File: src/rtl/f_fetch_pc_if.sv
// Instruction-memory request bus between the fetch sequencer and instruction memory.
// One request is outstanding at a time: req/addr until gnt, then a single rvalid/rdata beat.
interface f_fetch_pc_if;
    logic        req;
    logic [31:0] addr;
    logic        gnt;
    logic        rvalid;
    logic [31:0] rdata;

    modport master (output req, output addr, input gnt, input rvalid, input rdata);
    modport slave  (input req, input addr, output gnt, output rvalid, output rdata);
endinterface

File: src/rtl/f_fetch_pc.sv
// Fetch-stage PC register and single-outstanding instruction fetch sequencer feeding D.
// Optional macro FETCH_PERF_CNT_EN adds perf_fetch / perf_stall counters.
//
// state  | meaning
// S_REQ  | drive imem req at pc_q, or raise AdEL directly if pc_q is illegal
// S_WAIT | request granted, waiting for rvalid (dropped if discard is set)
// S_HOLD | f_instr/f_pc presented to D until consumed or globally redirected
module f_fetch_pc #(
    parameter logic [31:0] RESET_PC   = 32'h0000_3000,
    parameter logic [31:0] EXC_VECTOR = 32'h0000_4180,
    parameter logic [31:0] IMEM_LO    = 32'h0000_3000,
    parameter logic [31:0] IMEM_HI    = 32'h0000_6FFC
) (
    input  logic         clk,
    input  logic         rst_n,
    input  logic         stall,
    input  logic [31:0]  d_npc,
    input  logic         d_is_npc,
    input  logic         eret,
    input  logic [31:0]  epc,
    input  logic         exc_req,
    f_fetch_pc_if.master imem,
    output logic         f_valid,
    output logic [31:0]  f_instr,
    output logic [31:0]  f_pc,
    output logic [4:0]   f_exc
`ifdef FETCH_PERF_CNT_EN
    ,
    output logic [31:0]  perf_fetch,
    output logic [31:0]  perf_stall
`endif
);

    localparam logic [4:0] EXC_ADEL = 5'd4;

    typedef enum logic [1:0] {S_REQ, S_WAIT, S_HOLD} state_t;

    state_t      state;
    logic [31:0] pc_q;
    logic [31:0] pend_pc;
    logic        pend_v;
    logic        discard;

    logic        addr_ok;
    logic        gnt_acc;
    logic        glob;
    logic [31:0] glob_pc;
    logic        consume;
    logic        d_take;

    assign addr_ok   = (pc_q[1:0] == 2'b00) && (pc_q >= IMEM_LO) && (pc_q <= IMEM_HI);
    // Gated by rst_n so no request escapes while reset is held.
    assign imem.req  = rst_n && (state == S_REQ) && addr_ok;
    assign imem.addr = pc_q;
    assign gnt_acc   = imem.req && imem.gnt;
    assign glob      = exc_req || eret;
    assign glob_pc   = exc_req ? EXC_VECTOR : epc;
    assign consume   = f_valid && !stall;
    assign d_take    = d_is_npc && !stall && !glob;

    always_ff @(posedge clk or negedge rst_n) begin
        if (!rst_n) begin
            state   <= S_REQ;
            pc_q    <= RESET_PC;
            pend_pc <= 32'd0;
            pend_v  <= 1'b0;
            discard <= 1'b0;
            f_valid <= 1'b0;
            f_instr <= 32'd0;
            f_pc    <= 32'd0;
            f_exc   <= 5'd0;
        end else if (glob) begin
            pc_q    <= glob_pc;
            pend_v  <= 1'b0;
            f_valid <= 1'b0;
            case (state)
                S_REQ: begin
                    // A request granted this cycle still owes a response; swallow it.
                    if (gnt_acc) begin
                        discard <= 1'b1;
                        state   <= S_WAIT;
                    end
                end
                S_WAIT: begin
                    if (imem.rvalid) begin
                        discard <= 1'b0;
                        state   <= S_REQ;
                    end else begin
                        discard <= 1'b1;
                    end
                end
                default: state <= S_REQ;
            endcase
        end else begin
            case (state)
                S_REQ: begin
                    if (!addr_ok) begin
                        f_instr <= 32'd0;
                        f_pc    <= pc_q;
                        f_exc   <= EXC_ADEL;
                        f_valid <= 1'b1;
                        state   <= S_HOLD;
                    end else if (imem.gnt) begin
                        state   <= S_WAIT;
                    end
                end
                S_WAIT: begin
                    if (imem.rvalid) begin
                        if (discard) begin
                            discard <= 1'b0;
                            state   <= S_REQ;
                        end else begin
                            f_instr <= imem.rdata;
                            f_pc    <= pc_q;
                            f_exc   <= 5'd0;
                            f_valid <= 1'b1;
                            state   <= S_HOLD;
                        end
                    end
                end
                S_HOLD: begin
                    if (consume) begin
                        pc_q    <= pend_v ? pend_pc : pc_q + 32'd4;
                        pend_v  <= 1'b0;
                        f_valid <= 1'b0;
                        state   <= S_REQ;
                    end
                end
                default: state <= S_REQ;
            endcase
            // A redirect seen in the consume cycle belongs to the next consume, so it wins over the clear.
            if (d_take) begin
                pend_pc <= d_npc;
                pend_v  <= 1'b1;
            end
        end
    end

`ifdef FETCH_PERF_CNT_EN
    always_ff @(posedge clk or negedge rst_n) begin
        if (!rst_n) begin
            perf_fetch <= 32'd0;
            perf_stall <= 32'd0;
        end else begin
            if ((state == S_WAIT) && imem.rvalid && !discard && !glob) begin
                perf_fetch <= perf_fetch + 32'd1;
            end
            if ((state == S_HOLD) && stall) begin
                perf_stall <= perf_stall + 32'd1;
            end
        end
    end
`endif

endmodule

File: src/flat_wrapper.sv
// flat-port wrapper written by rule: the top's interface ports become plain ports
module f_fetch_pc_flat 
#(
    parameter logic [31:0] RESET_PC   = 32'h0000_3000,
    parameter logic [31:0] EXC_VECTOR = 32'h0000_4180,
    parameter logic [31:0] IMEM_LO    = 32'h0000_3000,
    parameter logic [31:0] IMEM_HI    = 32'h0000_6FFC
)
  (clk, rst_n, stall, d_npc, d_is_npc, eret, epc, exc_req, f_valid, f_instr, f_pc, f_exc, imem_req, imem_addr, imem_gnt, imem_rvalid, imem_rdata);
  f_fetch_pc_if imem_i ();
  input  logic clk;
  input  logic rst_n;
  input  logic stall;
  input  logic [31:0] d_npc;
  input  logic d_is_npc;
  input  logic eret;
  input  logic [31:0] epc;
  input  logic exc_req;
  output logic f_valid;
  output logic [31:0] f_instr;
  output logic [31:0] f_pc;
  output logic [4:0] f_exc;
  output wire logic [$bits(imem_i.req)-1:0] imem_req;
  output wire logic [$bits(imem_i.addr)-1:0] imem_addr;
  input wire logic [$bits(imem_i.gnt)-1:0] imem_gnt;
  input wire logic [$bits(imem_i.rvalid)-1:0] imem_rvalid;
  input wire logic [$bits(imem_i.rdata)-1:0] imem_rdata;
  assign imem_req = imem_i.req;
  assign imem_addr = imem_i.addr;
  assign imem_i.gnt = imem_gnt;
  assign imem_i.rvalid = imem_rvalid;
  assign imem_i.rdata = imem_rdata;
  f_fetch_pc #(.RESET_PC(RESET_PC), .EXC_VECTOR(EXC_VECTOR), .IMEM_LO(IMEM_LO), .IMEM_HI(IMEM_HI)) u_core (.clk(clk), .rst_n(rst_n), .stall(stall), .d_npc(d_npc), .d_is_npc(d_is_npc), .eret(eret), .epc(epc), .exc_req(exc_req), .imem(imem_i), .f_valid(f_valid), .f_instr(f_instr), .f_pc(f_pc), .f_exc(f_exc));
endmodule
File: config.mk
export PLATFORM = sky130hd
export DESIGN_NAME = f_fetch_pc_flat
export DESIGN_NICKNAME = d
export VERILOG_FILES = /design/src/rtl/f_fetch_pc_if.sv /design/src/rtl/f_fetch_pc.sv /design/src/flat_wrapper.sv
export SDC_FILE = /design/constraint.sdc
export NUM_CORES = 1
export LEC_CHECK = 0
export BUFFER_PORTS_ARGS = -buffer_cell sky130_fd_sc_hd__buf_2
export CAP_MARGIN = 20
export CORE_ASPECT_RATIO = 1.5
export CORE_MARGIN = 5
export CORE_UTILIZATION = 52
export DETAILED_ROUTE_END_ITERATION = 7
export GPL_TIMING_DRIVEN = 0
export PLACE_DENSITY = 0.92
export SETUP_SLACK_MARGIN = 0.4
export SLEW_MARGIN = 20
export SYNTH_ARGS = -nofsm -noshare
export SYNTH_HDL_FRONTEND = slang
export SYNTH_SLANG_ARGS = --single-unit
File: constraint.sdc
create_clock -name clk -period 2.3 [get_ports clk]
set_input_delay 0.115 -clock clk [delete_from_list [all_inputs] [get_ports clk]]
set_output_delay 0.115 -clock clk [all_outputs]
set_load 0.01 [all_outputs]
## Word-level counts from Yosys, hierarchy flattened

Index checks and enable logic that the tools add are counted.

| operators by class | value |
|---|---|
| add/subtract/negate cells | 1 |
| $lt $le $gt $ge | 2 |
| equal/unequal tests | 11 |
| muxes and demuxes | 42 |
| bitwise logic cells | 1 |
| reduce and logical (&&, ||, !) cells | 28 |

Operators by type and width:

| kind | number |
|---|---|
| $mux 32 | 11 |
| $pmux 32 s2 | 2 |
| $add 32x3->32 const B | 1 |
| $ge 32x14->1 const B | 1 |
| $le 32x15->1 const B | 1 |
| $mux 2 | 8 |
| $mux 5 | 3 |
| $mux 1 | 13 |
| $pmux 5 s2 | 1 |
| $reduce_and 5->1 | 2 |
| $reduce_bool 2->1 | 5 |
| $logic_and 1x1->1 | 8 |
| $reduce_and 4->1 | 2 |
| $ne 2x2->1 const B | 3 |
| $ne 3x2->1 const B | 2 |
| $ne 3x3->1 const B | 2 |
| $pmux 2 s3 | 1 |
| $reduce_and 2->1 | 3 |
| $reduce_bool 3->1 | 2 |
| $logic_not 2->1 | 2 |
| $ne 4x4->1 const B | 1 |
| $pmux 2 s2 | 1 |
| $reduce_bool 4->1 | 1 |
| $ne 3x1->1 const B | 1 |
| other kinds (7) | 8 |

| word-level totals | value |
|---|---|
| register bits | 138 |
| input port bits | 104 |
| output and inout port bits | 103 |
| logic and storage cells | 94 |

## Depth between registers and ports, before layout

Gate-level depths: netlist of run 1.

| depth | value |
|---|---|
| depth in word-level cells | 8 |
| gate-level depth with buffers | 8 |
| gate-level depth less buffers | 6 |

## Least setup slack after synthesis of run 1

No wires, ideal clock.

| timing | value |
|---|---|
| path kind | register to register |
| start | reg u_core.pc_q[12] (netlist: u_core.imem.addr[12]) |
| end | reg u_core.f_pc[15] |
| setup time | 0.125 ns |
| arrival time | 1.922 ns |
| required time | 2.175 ns |
| slack | 0.253 ns |
| stages on the path, launching flop included | 9 |
| buffers on the path | 3 |
| clock period less this slack | 2.047 ns |
| cells stage by stage | dfstp_2 buf_2 a21boi_0 o211a_1 nand3_2 o2111ai_2 buf_6 buf_12 mux2_4 |

| between the ends | value |
|---|---|
| word-level cells in the longest chain between the ends | 5 |
| elaborated cells between the ends (all ways) | 6 |
| classes of those cells | 2 x order compare; 1 x eq/ne; 3 x reduce/logical |

Ends and longest elaborated chain:

| element | line | RTL |
|---|---|---|
| from (decl) | f_fetch_pc.sv:39 | `logic [31:0] pc_q;` |
| from (signal assigned) | f_fetch_pc.sv:73 | `pc_q <= glob_pc;` |
| from (signal assigned) | f_fetch_pc.sv:123 | `pc_q <= pend_v ? pend_pc : pc_q + 32'd4;` |
| $ge 32x14->1 | f_fetch_pc.sv:51 | `assign addr_ok = (pc_q[1:0] == 2'b00) && (pc_q >= IMEM_LO) && (pc_q <= IMEM_HI);` |
| $logic_and 1x1->1 | f_fetch_pc.sv:51 |  |
| $logic_and 1x1->1 (*) | f_fetch_pc.sv:51 |  |
| $ne 2x2->1 (no line) (*) | n/a |  |
| $reduce_and 5->1 (no line) (*) | n/a |  |
| to (signal assigned) | f_fetch_pc.sv:99 | `f_pc <= pc_q;` |
| to (signal assigned) | f_fetch_pc.sv:114 | `f_pc <= pc_q;` |
| to (decl) | f_fetch_pc.sv:25 | `output logic [31:0] f_pc,` |

Mark *: on every way between the ends. The rest lies on a longest branch, timed or not.
A chain may end at the register's enable or synchronous reset.

## Worst setup path in the final report of run 1

| timing | value |
|---|---|
| start | reg u_core.pc_q[27] (netlist: u_core.imem.addr[27]) |
| end | reg u_core.f_pc[18] |

The elaborated chain is that of the path after synthesis.

==> insert_results.sql, run 1 <==
INSERT INTO impl_metrics (metric_group, metric, value, unit) VALUES
('status', 'run_status', 'finished with violations', ''),
('status', 'failed_checks', 'hold timing', ''),
('cts', 'cts_buffer_depth', '2', ''),
('cts', 'cts_buffers', '17', ''),
('route', 'met1_length', '7.967', 'mm'),
('yosys', 'dominant_cell_type_by_area_after_synthesis', 'dfrtp_1', ''),
('placed_design', 'io_buffer_count', '201', ''),
('yosys', 'post_synth_most_frequent_cells', 'dfrtp_1, nand2_1, mux2_2', ''),
('yosys', 'asyncSetResetFlopFracSynth', '100.0', '%'),
('worst_setup_path', 'required', '2.59', 'ns'),
('finish', 'finish.instance_area', '0.01007', 'mm²'),
('worst_setup_path', 'start_kind', 'register', ''),
('floorplanning', 'site_row_count', '51', ''),
('cts', 'postCtsHoldBufs', '67', ''),
('cts', 'clk_pin_slew_worst_paths', '0.06', 'ns'),
('cts', 'cts_max_level', '4', ''),
('finish', 'share_of_cells_above_drive_strength_1', '44.96', '%'),
('power_and_ir_drop', 'total_leakage_power', '4.915', 'nW'),
('yosys', 'yosysUniqueCellTypes', '69', ''),
('sta', 'setup_tns', '0', 'ns'),
('route', 'antenna_left', '0', ''),
('route', 'drt_first_iter_violations', '820', ''),
('power_and_ir_drop', 'worst_ir_drop_vdd', '0.5157', 'mV'),
('sta', 'clock.fmax', '0.4625', 'GHz'),
('placed_design', 'placement.cell_area', '0.008084', 'mm²'),
('cts', 'clk-insertion-delay-late', '0.42', 'ns'),
('global_route', 'grt-ovfl-total', '0', ''),
('yosys', 'yosys_warnings', '0', ''),
('yosys', 'number_of_register_bits_inferred_by_synthesis', '134', ''),
('sta', 'slew_headroom', '54.82', '%'),
('yosys', 'yosys-top-cells-area', 'dfrtp_1, mux2_2, mux2i_1', ''),
('route', 'via_count', '6882', ''),
('cts', 'cts_tree', 'done', ''),
('floorplanning', 'core_area', '0.01289', 'mm²'),
('global_route', 'number_of_antenna_violations_at_the_first_check_in_global_routing', '1', ''),
('sta', 'grt_setup_unrepaired', 'yes', ''),
('finish', 'final_util', '78.15', '%'),
('floorplanning', 'floorplan.die.height', '150.1', 'µm'),
('sta', 'period_share', '94.01', '%'),
('yosys', 'postSynthCellCount', '629', ''),
('yosys', 'most_frequent_cell_after_synthesis', 'dfrtp_1', ''),
('route', 'met2WireLength', '12.41', 'mm'),
('sta', 'final.hold.worst_slack', '-0.3409', 'ns'),
('route', 'drc', '0', ''),
('placed_design', 'place.gp.congestion', '0.9550', ''),
('yosys', 'average_size_of_a_mapped_cell', '10.83', 'µm²'),
('sta', 'clock_skew', '0.008065', 'ns'),
('flow_run', 'max_cap_viol_count', '0', ''),
('placed_design', 'dpl.hpwl', '15.69', 'mm'),
('route', 'drt-pass1-iter-count', '7', ''),
('route', 'dr.max_layer_used', 'met4', ''),
('worst_setup_path', 'rr_worst_depth', '8', ''),
('route', 'met3_length', '2.426', 'mm'),
('route', 'routed_via_density', '6.080', ''),
('sta', 'fin_crit', '2.162', 'ns'),
('sta', 'finalSetupViolations', '0', ''),
('yosys', 'edff_count_synth', '0', ''),
('power_and_ir_drop', 'total_power', '8.081', 'mW'),
('global_route', 'grtUsageTotal', '30.95', '%'),
('finish', 'finish.net_count', '1068', ''),
('yosys', 'top_area_cell_type_share_of_the_netlist_area', '48.51', '%'),
('floorplanning', 'die-area', '0.01553', 'mm²'),
('floorplanning', 'starting_density', '52.82', '%'),
('global_route', 'global_route_wire_length_before_repair', '36.78', 'mm'),
('worst_hold_path', 'class_of_the_worst_hold_path', 'input pin to asynchronous set/reset pin', ''),
('cts', 'cts.root.buffer_cell', 'clkbuf_16', ''),
('sta', 'tightestPinTransition', '0.6777', 'ns'),
('worst_setup_path', 'worstPathArrival', '2.46', 'ns'),
('finish', 'area_growth_syn_to_layout', '47.94', '%'),
('yosys', 'dominantRegCellSynth', 'dfrtp_1', ''),
('sta', 'finalHoldViolCount', '66', ''),
('worst_setup_path', 'timing.setup.critical_path_class', 'register to register', ''),
('floorplanning', 'chipWidth', '103.4', 'µm'),
('cts', 'cts.sink_count', '134', ''),
('route', 'totalWireLength', '24.72', 'mm'),
('sta', 'maxSlewViolCount', '0', ''),
('yosys', 'synth_sequential_area_ratio', '49.28', '%'),
('floorplanning', 'pin_count', '207', ''),
('global_route', 'first_global_vias', '7012', ''),
('worst_setup_path', 'critPathMaxFanout', '10', ''),
('worst_setup_path', 'worst_setup_path_end_kind', 'register', ''),
('route', 'wl_per_cell', '21.84', 'µm'),
('global_route', 'maximum_number_of_pins_on_one_net_before_global_route_repair', '70', ''),
('power_and_ir_drop', 'power_density', '802.2', 'mW/mm²'),
('yosys', 'syn_area', '0.006809', 'mm²');
-- per-stage QoR --
stage	instances	setup WS [ns]
floorplan	632	0.2851
global placement	992	-1.576
detailed placement	993	-0.07518
CTS	1119	0.2106
global route	1132	0.06634
finish	1132	0.1377
-- what timing repair did --
action,in CTS,in global routing
setup buffers,25,11
pin swaps,14,21
setup endpoints to repair,93,93
hold endpoints to repair,133,66
cloned,2,1
resized for setup,57,50
-- kinds of logic (layout without fill, tap and decap cells) --
| logic type | Yosys count | in the layout | synth area share [%] |
|---|---|---|---|
| simple gates | 156 | 156 | 11.71 |
| compound gates | 138 | 138 | 14.02 |
| flops | 134 | 134 | 49.28 |
| mux | 100 | 100 | 16.83 |
| buf+inv | 91 | 431 | 6.670 |
| fa+ha+maj | 5 | 5 | 0.9188 |
| xor+xnor | 4 | 4 | 0.5146 |
| other cells | 1 | 5 | 0.05507 |
-- state kept, by name, indices dropped and copies added, names as in the netlist --
name and cells:
u_core.discard 1, u_core.f_exc 1, u_core.f_instr 32, u_core.f_pc 32
u_core.f_valid 1, u_core.imem.addr 32, u_core.pend_pc 32, u_core.pend_v 1
u_core.state 2
-- path summary, 6_finish.rpt --
check | slack (ns) | to | startpoint
hold / removal | -0.34 | u_core.f_pc[9]$_DFFE_PN0P_ | rst_n
min in group clk | 0.01 | u_core.imem.addr[16]$_DFFE_PN0P_ | epc[16]
setup reg to reg | 0.14 | u_core.f_pc[18]$_DFFE_PN0P_ | u_core.imem.addr[27]$_DFFE_PN0P_
setup / recovery | 0.14 | u_core.f_pc[18]$_DFFE_PN0P_ | u_core.imem.addr[27]$_DFFE_PN0P_
hold reg to reg | 0.51 | u_core.f_pc[5]$_DFFE_PN0P_ | u_core.f_pc[5]$_DFFE_PN0P_
max in group asynchronous | 1.88 | u_core.imem.addr[28]$_DFFE_PN0P_ | rst_n
-- per-layer routing --
layer  global-route usage, %  up-vias
met2                   51.92      550
met5                       0        -
li1                        -     2928
met3                   6.583      176
met4                   22.29        0
met1                   33.73     3228
-- cell usage in the layout (no fill, tap or decap), types with 9 or more instances in the layout --
master	instances
and3_1	9
mux2_4	20
dfrtp_2	19
inv_1	43
nand2_1	57
mux2i_1	32
clkbuf_1	12
buf_2	207
nand3_1	12
mux2_2	45
dlygate4sd3_1	67
buf_6	10
dfrtp_1	113
nor2_1	20
o21ai_0	21
clkbuf_16	18
a21oi_1	29
buf_4	39
nand4_1	12
-- critical path, stage by stage (launching register included) --
cell and delay [ns]:
dfrtp_1 0.39, buf_6 0.13, nor4_4 0.31, o211a_1 0.26, nand3_4 0.13, o2111ai_4 0.16
buf_8 0.18, buf_12 0.15, mux2_4 0.31
-- power breakdown --
part           switching (mW)  leakage, nW  internal, mW
sequential              0.354         1.71          2.77
combinational           0.983         2.91          1.11
clock                    1.09        0.301          1.78
-- layout make-up --
class	instances	area, µm²
diodes	1	2.502
plain buffers	47	355.3
clock buffers	19	452.9
clock inverters	13	171.4
fillers	754	2816
inverters	44	165.2
multi-input cells	407	3244
flip-flops and latches	134	3379
well taps	159	198.9
repair buffers	308	2103
Power figures use the tool's default switching activity.
==> inputs of run 2 (changes only) <==
--- a/config.mk
+++ b/config.mk
@@ -12,6 +12,7 @@
 export CORE_UTILIZATION = 52
 export DETAILED_ROUTE_END_ITERATION = 7
 export GPL_TIMING_DRIVEN = 0
+export HOLD_SLACK_MARGIN = 0.06
 export PLACE_DENSITY = 0.92
 export SETUP_SLACK_MARGIN = 0.4
 export SLEW_MARGIN = 20
==> constraint.sdc (replaced) <==
create_clock -name clk -period 2.3 [get_ports clk]
set_input_delay 0.46 -clock clk [delete_from_list [all_inputs] [get_ports clk]]
set_output_delay 0.46 -clock clk [all_outputs]
set_load 0.01 [all_outputs]
==> run 2 against run 1 <==
Against the previous run: the run ends with setup timing left; clock-buffer cell count is 1 higher; utilization is 3.3 points lower; die area stayed put; clock power is 3% lower; non-clock buffer count is 66 lower; total power is 1.7% lower; critical path depth is 2 lower; via count is 1.3% lower; cell count is 5.7% lower; critical path type unchanged.
==> insert_results.sql, run 2 (synthesized netlist as in run 1, its figures left out) <==
INSERT INTO impl_metrics (metric_group, metric, value, unit) VALUES
('route', 'antenna_left', '0', ''),
('flow_run', 'max_cap_viol_count', '0', ''),
('floorplanning', 'floorplan.die.height', '150.1', 'µm'),
('cts', 'cts.sink_count', '134', ''),
('finish', 'layout.cells.non_filler', '1067', ''),
('status', 'run_status', 'finished with violations', ''),
('cts', 'cts.root.buffer_cell', 'clkbuf_16', ''),
('placed_design', 'place.gp.congestion', '1.014', ''),
('cts', 'clk-insertion-delay-late', '0.42', 'ns'),
('finish', 'area_growth_syn_to_layout', '41.75', '%'),
('sta', 'finalHoldViolCount', '0', ''),
('route', 'routed_via_density', '6.367', ''),
('sta', 'clock_skew', '0.008888', 'ns'),
('worst_setup_path', 'reg2reg_setup_slack', '-0.08', 'ns'),
('power_and_ir_drop', 'worst_ir_drop_vdd', '0.5767', 'mV'),
('power_and_ir_drop', 'total_leakage_power', '4.716', 'nW'),
('floorplanning', 'chipWidth', '103.4', 'µm'),
('cts', 'clk_pin_slew_worst_paths', '0.06', 'ns'),
('worst_setup_path', 'timing.critical_path.buf_inv', '1', ''),
('floorplanning', 'starting_density', '52.82', '%'),
('power_and_ir_drop', 'power_density', '823.4', 'mW/mm²'),
('cts', 'cts_max_level', '4', ''),
('cts', 'cts_buffer_depth', '2', ''),
('worst_setup_path', 'worstReg2RegStart', 'u_core.imem.addr[30]$_DFFE_PN0P_', ''),
('finish', 'finish.net_count', '1002', ''),
('finish', 'final-seq-area', '0.003371', 'mm²'),
('finish', 'area_of_the_multi_input_gates', '0.003379', 'mm²'),
('worst_setup_path', 'worstPathArrival', '2.68', 'ns'),
('worst_setup_path', 'startpoint', 'u_core.imem.addr[30]$_DFFE_PN0P_', ''),
('global_route', 'global_route_wire_length_before_repair', '35.31', 'mm'),
('sta', 'finalSetupViolations', '6', ''),
('sta', 'slew_headroom', '51.95', '%'),
('global_route', 'number_of_antenna_violations_at_the_first_check_in_global_routing', '2', ''),
('worst_setup_path', 'timing.setup.critical_path_class', 'register to register', ''),
('route', 'drt-pass1-iter-count', '7', ''),
('worst_setup_path', 'critPathMaxFanout', '5', ''),
('worst_hold_path', 'class_of_the_worst_hold_path', 'input pin to asynchronous set/reset pin', ''),
('route', 'drt_first_iter_violations', '1060', ''),
('floorplanning', 'site_row_count', '51', ''),
('worst_setup_path', 'worst-path-stages', '6', ''),
('route', 'totalWireLength', '25.71', 'mm'),
('sta', 'grt_setup_unrepaired', 'yes', ''),
('finish', 'layout_common_cells', 'buf_2, dfrtp_1, nand2_1', ''),
('global_route', 'maximum_number_of_pins_on_one_net_before_global_route_repair', '52', ''),
('worst_setup_path', 'slowest_delay', '0.60', 'ns'),
('placed_design', 'placement.cell_area', '0.008150', 'mm²'),
('placed_design', 'io_buffer_count', '201', ''),
('worst_setup_path', 'worst_r2r_endpoint', 'u_core.state[1]$_DFFE_PN0P_', ''),
('finish', 'fillerInstances', '794', ''),
('status', 'failed_checks', 'setup timing', ''),
('sta', 'clock.fmax', '0.4210', 'GHz'),
('finish', 'share_of_cells_above_drive_strength_1', '49.45', '%'),
('floorplanning', 'pin_count', '207', ''),
('worst_setup_path', 'worst_setup_path_end_kind', 'register', ''),
('worst_setup_path', 'critical_path.slowest_cell', 'o311ai_0', ''),
('worst_setup_path', 'critical_path.cell_chain', 'nor4_4, buf_4, nand3_1, o311ai_0, o211ai_1, mux2_2', ''),
('route', 'drc', '0', ''),
('floorplanning', 'die-area', '0.01553', 'mm²'),
('worst_setup_path', 'rr_worst_depth', '6', ''),
('sta', 'tightestPinTransition', '0.7207', 'ns'),
('global_route', 'grtUsageTotal', '29.95', '%'),
('sta', 'setup_tns', '-0.1532', 'ns'),
('cts', 'cts_buffers', '17', ''),
('route', 'via_count', '6794', ''),
('global_route', 'first_global_vias', '6613', ''),
('cts', 'cts_tree', 'done', ''),
('worst_setup_path', 'start_kind', 'register', ''),
('finish', 'finish.instance_area', '0.009652', 'mm²'),
('sta', 'maxSlewViolCount', '0', ''),
('sta', 'fin_crit', '2.376', 'ns'),
('placed_design', 'placed_cells', '993', ''),
('route', 'wl_per_cell', '24.10', 'µm'),
('global_route', 'grt-ovfl-total', '0', ''),
('worst_setup_path', 'critPathTopFamily', 'compound AO/OA/AOI/OAI gates', ''),
('sta', 'timing.final.ws_setup', '-0.07555', 'ns'),
('finish', 'layout_commonest_cell', 'buf_2', ''),
('sta', 'period_share', '103.3', '%'),
('placed_design', 'dpl.hpwl', '16.14', 'mm'),
('worst_setup_path', 'required', '2.60', 'ns'),
('floorplanning', 'core_area', '0.01289', 'mm²');
==> run 2: area by class of cell <==
type,instances,share of cell area [%]
clock inverters,12,1.595
multi-input cells,407,35.01
flip-flops and latches,134,34.92
repair buffers,242,16.05
plain buffers,47,3.967
inverters,44,1.711
diodes,2,0.05185
well taps,159,2.061
clock buffers,20,4.628
==> run 2: layer usage <==
layer / vias up / GRT usage, % / routed length (µm)
met5: - / 0 / 0
met4: 0 / 16.79 / 1973
met3: 195 / 7.186 / 2830
met2: 622 / 50.57 / 12600
met1: 3177 / 34.03 / 8311
li1: 2800 / - / -
==> run 2: report_power, final <==
part	switching [mW]	total, mW	leakage (nW)	internal [mW]
clock network	1.05	2.78	0.286	1.73
registers	0.351	3.11	1.71	2.76
logic	0.981	2.05	2.72	1.07
==> run 2: per-stage QoR <==
stage / power [mW] / hold slack (ns) / util [%] / setup slack [ns]
finish: 7.947 / 0.1315 / 74.88 / -0.07555
floorplan: 4.083 / 0.1644 / - / 0.2851
CTS: 7.714 / -0.08865 / 70.84 / 0.02298
detailed placement: 4.802 / 0.3459 / 63.23 / -0.1230
global route: 8.213 / 0.1147 / 74.88 / -0.1727
global placement: 4.715 / 0.4833 / 62.94 / -1.866
==> run 2: repair_timing <==
item | CTS | global route
setup endpoints to repair | 94 | 100
resized for setup | 50 | 75
hold endpoints to repair | 34 | 34
gates cloned | 2 | 4
buffers inserted | 19 | 11
pin swaps | 17 | 25
==> run 2: worst max-delay path by stage <==
stage / end / slack, ns
floorplan: u_core.f_pc[15]$_DFFE_PN0P_ / 0.29
global placement: u_core.state[1]$_DFFE_PN0P_ / -1.87
detailed placement: u_core.state[1]$_DFFE_PN0P_ / -0.12
CTS: imem_req / 0.02
global route: u_core.state[1]$_DFFE_PN0P_ / -0.17
finish: u_core.state[1]$_DFFE_PN0P_ / -0.08
==> inputs of run 3 (changes only) <==
--- a/config.mk
+++ b/config.mk
@@ -19,3 +19,4 @@
 export SYNTH_ARGS = -nofsm -noshare
 export SYNTH_HDL_FRONTEND = slang
 export SYNTH_SLANG_ARGS = --single-unit
+export TNS_END_PERCENT = 10
==> run 3 against run 2 <==
Against the previous run: the flow finishes with violations (hold timing, setup timing); critical path depth fell by 1; critical path type is now register to output port; final area fell by 4.0%; worst setup slack improved by 0.041 ns; register-to-register slack improved by 0.04 ns; combinational power fell by 7%; highest routed layer unchanged; first-iteration DRC count fell by 45%; largest power group unchanged; fmax rose by 1.7%; clock-buffer cell count fell by 3; clock skew barely moved.
==> insert_results.sql, run 3 (synthesized netlist as in run 1, its figures left out) <==
INSERT INTO impl_metrics (metric_group, metric, value, unit) VALUES
('global_route', 'grt-ovfl-total', '0', ''),
('worst_hold_path', 'class_of_the_worst_hold_path', 'input pin to asynchronous set/reset pin', ''),
('placed_design', 'post-place-ws', '-0.1509', 'ns'),
('sta', 'finalHoldViolCount', '13', ''),
('cts', 'cts.sink_count', '134', ''),
('finish', 'layout_common_cells', 'buf_2, dfrtp_1, nand2_1', ''),
('power_and_ir_drop', 'p_int', '5.697', 'mW'),
('route', 'wl_per_cell', '21.13', 'µm'),
('worst_setup_path', 'required', '1.84', 'ns'),
('sta', 'tightestPinTransition', '0.6366', 'ns'),
('worst_setup_path', 'slowest_delay', '0.49', 'ns'),
('floorplanning', 'core_area', '0.01289', 'mm²'),
('floorplanning', 'starting_density', '52.82', '%'),
('global_route', 'maximum_number_of_pins_on_one_net_before_global_route_repair', '71', ''),
('cts', 'cts_tree', 'done', ''),
('placed_design', 'io_buffer_count', '201', ''),
('placed_design', 'placement.cell_area', '0.008127', 'mm²'),
('worst_setup_path', 'critical_path.cell_chain', 'nor4_4, o211a_1, nand3_4, nor2_4, buf_6', ''),
('power_and_ir_drop', 'part_of_the_total_power_dissipated_in_combinational_logic', '23.8', '%'),
('route', 'drc', '0', ''),
('route', 'antenna_left', '0', ''),
('status', 'run_status', 'finished with violations', ''),
('sta', 'clock.fmax', '0.4283', 'GHz'),
('sta', 'final.hold.worst_slack', '-0.02885', 'ns'),
('floorplanning', 'die-area', '0.01553', 'mm²'),
('cts', 'clk_pin_slew_worst_paths', '0.07', 'ns'),
('route', 'totalWireLength', '22.08', 'mm'),
('global_route', 'global_route_wire_length_before_repair', '33.50', 'mm'),
('finish', 'layout_commonest_cell', 'buf_2', ''),
('global_route', 'first_global_vias', '6346', ''),
('finish', 'finish.instance_area', '0.009261', 'mm²'),
('cts', 'cts_buffers', '17', ''),
('cts', 'cts_buffer_depth', '2', ''),
('placed_design', 'placed_cells', '993', ''),
('finish', 'final_util', '71.85', '%'),
('floorplanning', 'chipWidth', '103.4', 'µm'),
('worst_setup_path', 'critical_path.slowest_cell', 'dfrtp_2', ''),
('floorplanning', 'pin_count', '207', ''),
('floorplanning', 'floorplan.die.height', '150.1', 'µm'),
('finish', 'layout.cells.non_filler', '1045', ''),
('power_and_ir_drop', 'clockPowerShare', '37.8', '%'),
('power_and_ir_drop', 'worst_ir_drop_vdd', '0.5531', 'mV'),
('power_and_ir_drop', 'total_power', '8.036', 'mW'),
('placed_design', 'dpl.hpwl', '15.98', 'mm'),
('finish', 'finish.net_count', '982', ''),
('worst_setup_path', 'start_kind', 'register', ''),
('power_and_ir_drop', 'netSwitchingFraction', '29.11', '%'),
('route', 'routed_via_density', '6.052', ''),
('sta', 'period_share', '101.5', '%'),
('floorplanning', 'site_row_count', '51', ''),
('placed_design', 'place.gp.congestion', '0.9756', ''),
('finish', 'antennaDiodeCount', '0', ''),
('worst_setup_path', 'worst_setup_path_end_kind', 'output port', ''),
('flow_run', 'max_cap_viol_count', '0', ''),
('cts', 'clk-insertion-delay-late', '0.42', 'ns'),
('global_route', 'grtUsageTotal', '28.32', '%'),
('power_and_ir_drop', 'total_leakage_power', '4.586', 'nW'),
('sta', 'setup_tns', '-0.2892', 'ns'),
('sta', 'maxSlewViolCount', '0', ''),
('sta', 'grt_setup_unrepaired', 'yes', ''),
('route', 'drt_first_iter_violations', '580', ''),
('cts', 'cts_max_level', '4', ''),
('worst_setup_path', 'timing.setup.critical_path_class', 'register to output port', ''),
('power_and_ir_drop', 'power_density', '867.7', 'mW/mm²'),
('cts', 'cts.root.buffer_cell', 'clkbuf_16', ''),
('route', 'via_count', '6324', ''),
('sta', 'timing.final.ws_setup', '-0.03504', 'ns'),
('power_and_ir_drop', 'seq_power_share', '38.4', '%'),
('power_and_ir_drop', 'switching_pwr', '2.339', 'mW'),
('sta', 'clock_skew', '0.009057', 'ns'),
('sta', 'finalSetupViolations', '14', ''),
('finish', 'area_growth_syn_to_layout', '36.02', '%'),
('worst_setup_path', 'worstPathArrival', '1.88', 'ns'),
('global_route', 'number_of_antenna_violations_at_the_first_check_in_global_routing', '0', ''),
('status', 'failed_checks', 'hold timing, setup timing', ''),
('route', 'drt-pass1-iter-count', '6', ''),
('worst_setup_path', 'critPathMaxFanout', '6', ''),
('sta', 'slew_headroom', '57.24', '%'),
('finish', 'share_of_cells_above_drive_strength_1', '45.37', '%'),
('finish', 'fillerInstances', '919', ''),
('sta', 'fin_crit', '2.335', 'ns');
==> run 3: cell count changes in the layout (fill, tap and decap cells not counted), moves of 4 or more <==
cell / previous run / this run
dfrtp_2: 12 / 7
clkbuf_16: 21 / 17
mux2i_2: 6 / 1
buf_4: 26 / 22
buf_6: 19 / 10
dfrtp_1: 120 / 125
mux2i_1: 28 / 34
==> run 3: worst max-delay path, delay by kind of cell (launching register included) <==
family	cells	cell delay [ns]
AOI/OAI and AO/OA	1	0.27
buffers and inverters	1	0.11
DFF	1	0.49
and+or+nand+nor	3	0.59
==> run 3: layer usage <==
metal	up-vias	track usage (%)	wire (µm)
met2	432	47.16	10970
met1	3025	31.67	7489
met3	108	6.490	2252
li1	2759	-	-
met5	-	0	0
met4	0	18.73	1367
==> run 3: worst paths after layout <==
path	from	endpoint	slack, ns	cells past startpoint
worst max-delay path	u_core.imem.addr[21]$_DFFE_PN0P_	imem_req	-0.04	5
worst min-delay path	rst_n	u_core.f_instr[10]$_DFFE_PN0P_	-0.03	1
worst max register to register	u_core.imem.addr[21]$_DFFE_PN0P_	u_core.f_pc[19]$_DFFE_PN0P_	-0.04	9
worst min register to register	u_core.f_pc[7]$_DFFE_PN0P_	u_core.f_pc[7]$_DFFE_PN0P_	0.50	1
max in group asynchronous	rst_n	u_core.imem.addr[13]$_DFFE_PN1P_	1.58	2
min in group clk	d_npc[20]	u_core.pend_pc[20]$_DFFE_PN0P_	0.27	2
==> run 3: power by group through the flow <==
| stage | Clock [mW] | Combinational [mW] | Sequential (mW) |
|---|---|---|---|
| 4_1_cts | 3.06 | 1.82 | 3.07 |
| 3_5_place_dp | 0 | 1.69 | 3.10 |
| 2_1_floorplan | 0 | 0.931 | 3.14 |
| 3_3_place_gp | 0 | 1.63 | 3.07 |
| 5_1_grt | 3.14 | 2.05 | 3.13 |
| 6_report | 3.04 | 1.91 | 3.09 |
==> run 3: area by class of cell <==
class	count	area [µm²]	area share, %
well taps	159	198.9	2.148
repair buffers	222	1269	13.70
multi-input cells	407	3249	35.09
flip-flops and latches	134	3364	36.33
clock inverters	15	226.5	2.445
plain buffers	47	362.8	3.918
clock buffers	17	425.4	4.593
inverters	44	165.2	1.783
==> run 3: repair_timing <==
action | CTS | global route
endpoints found under the setup margin | 95 | 98
gates cloned | 1 | 0
setup buffers | 9 | 10
hold endpoints to repair | 66 | 39
gates resized for setup | 40 | 41
pin swaps | 18 | 31
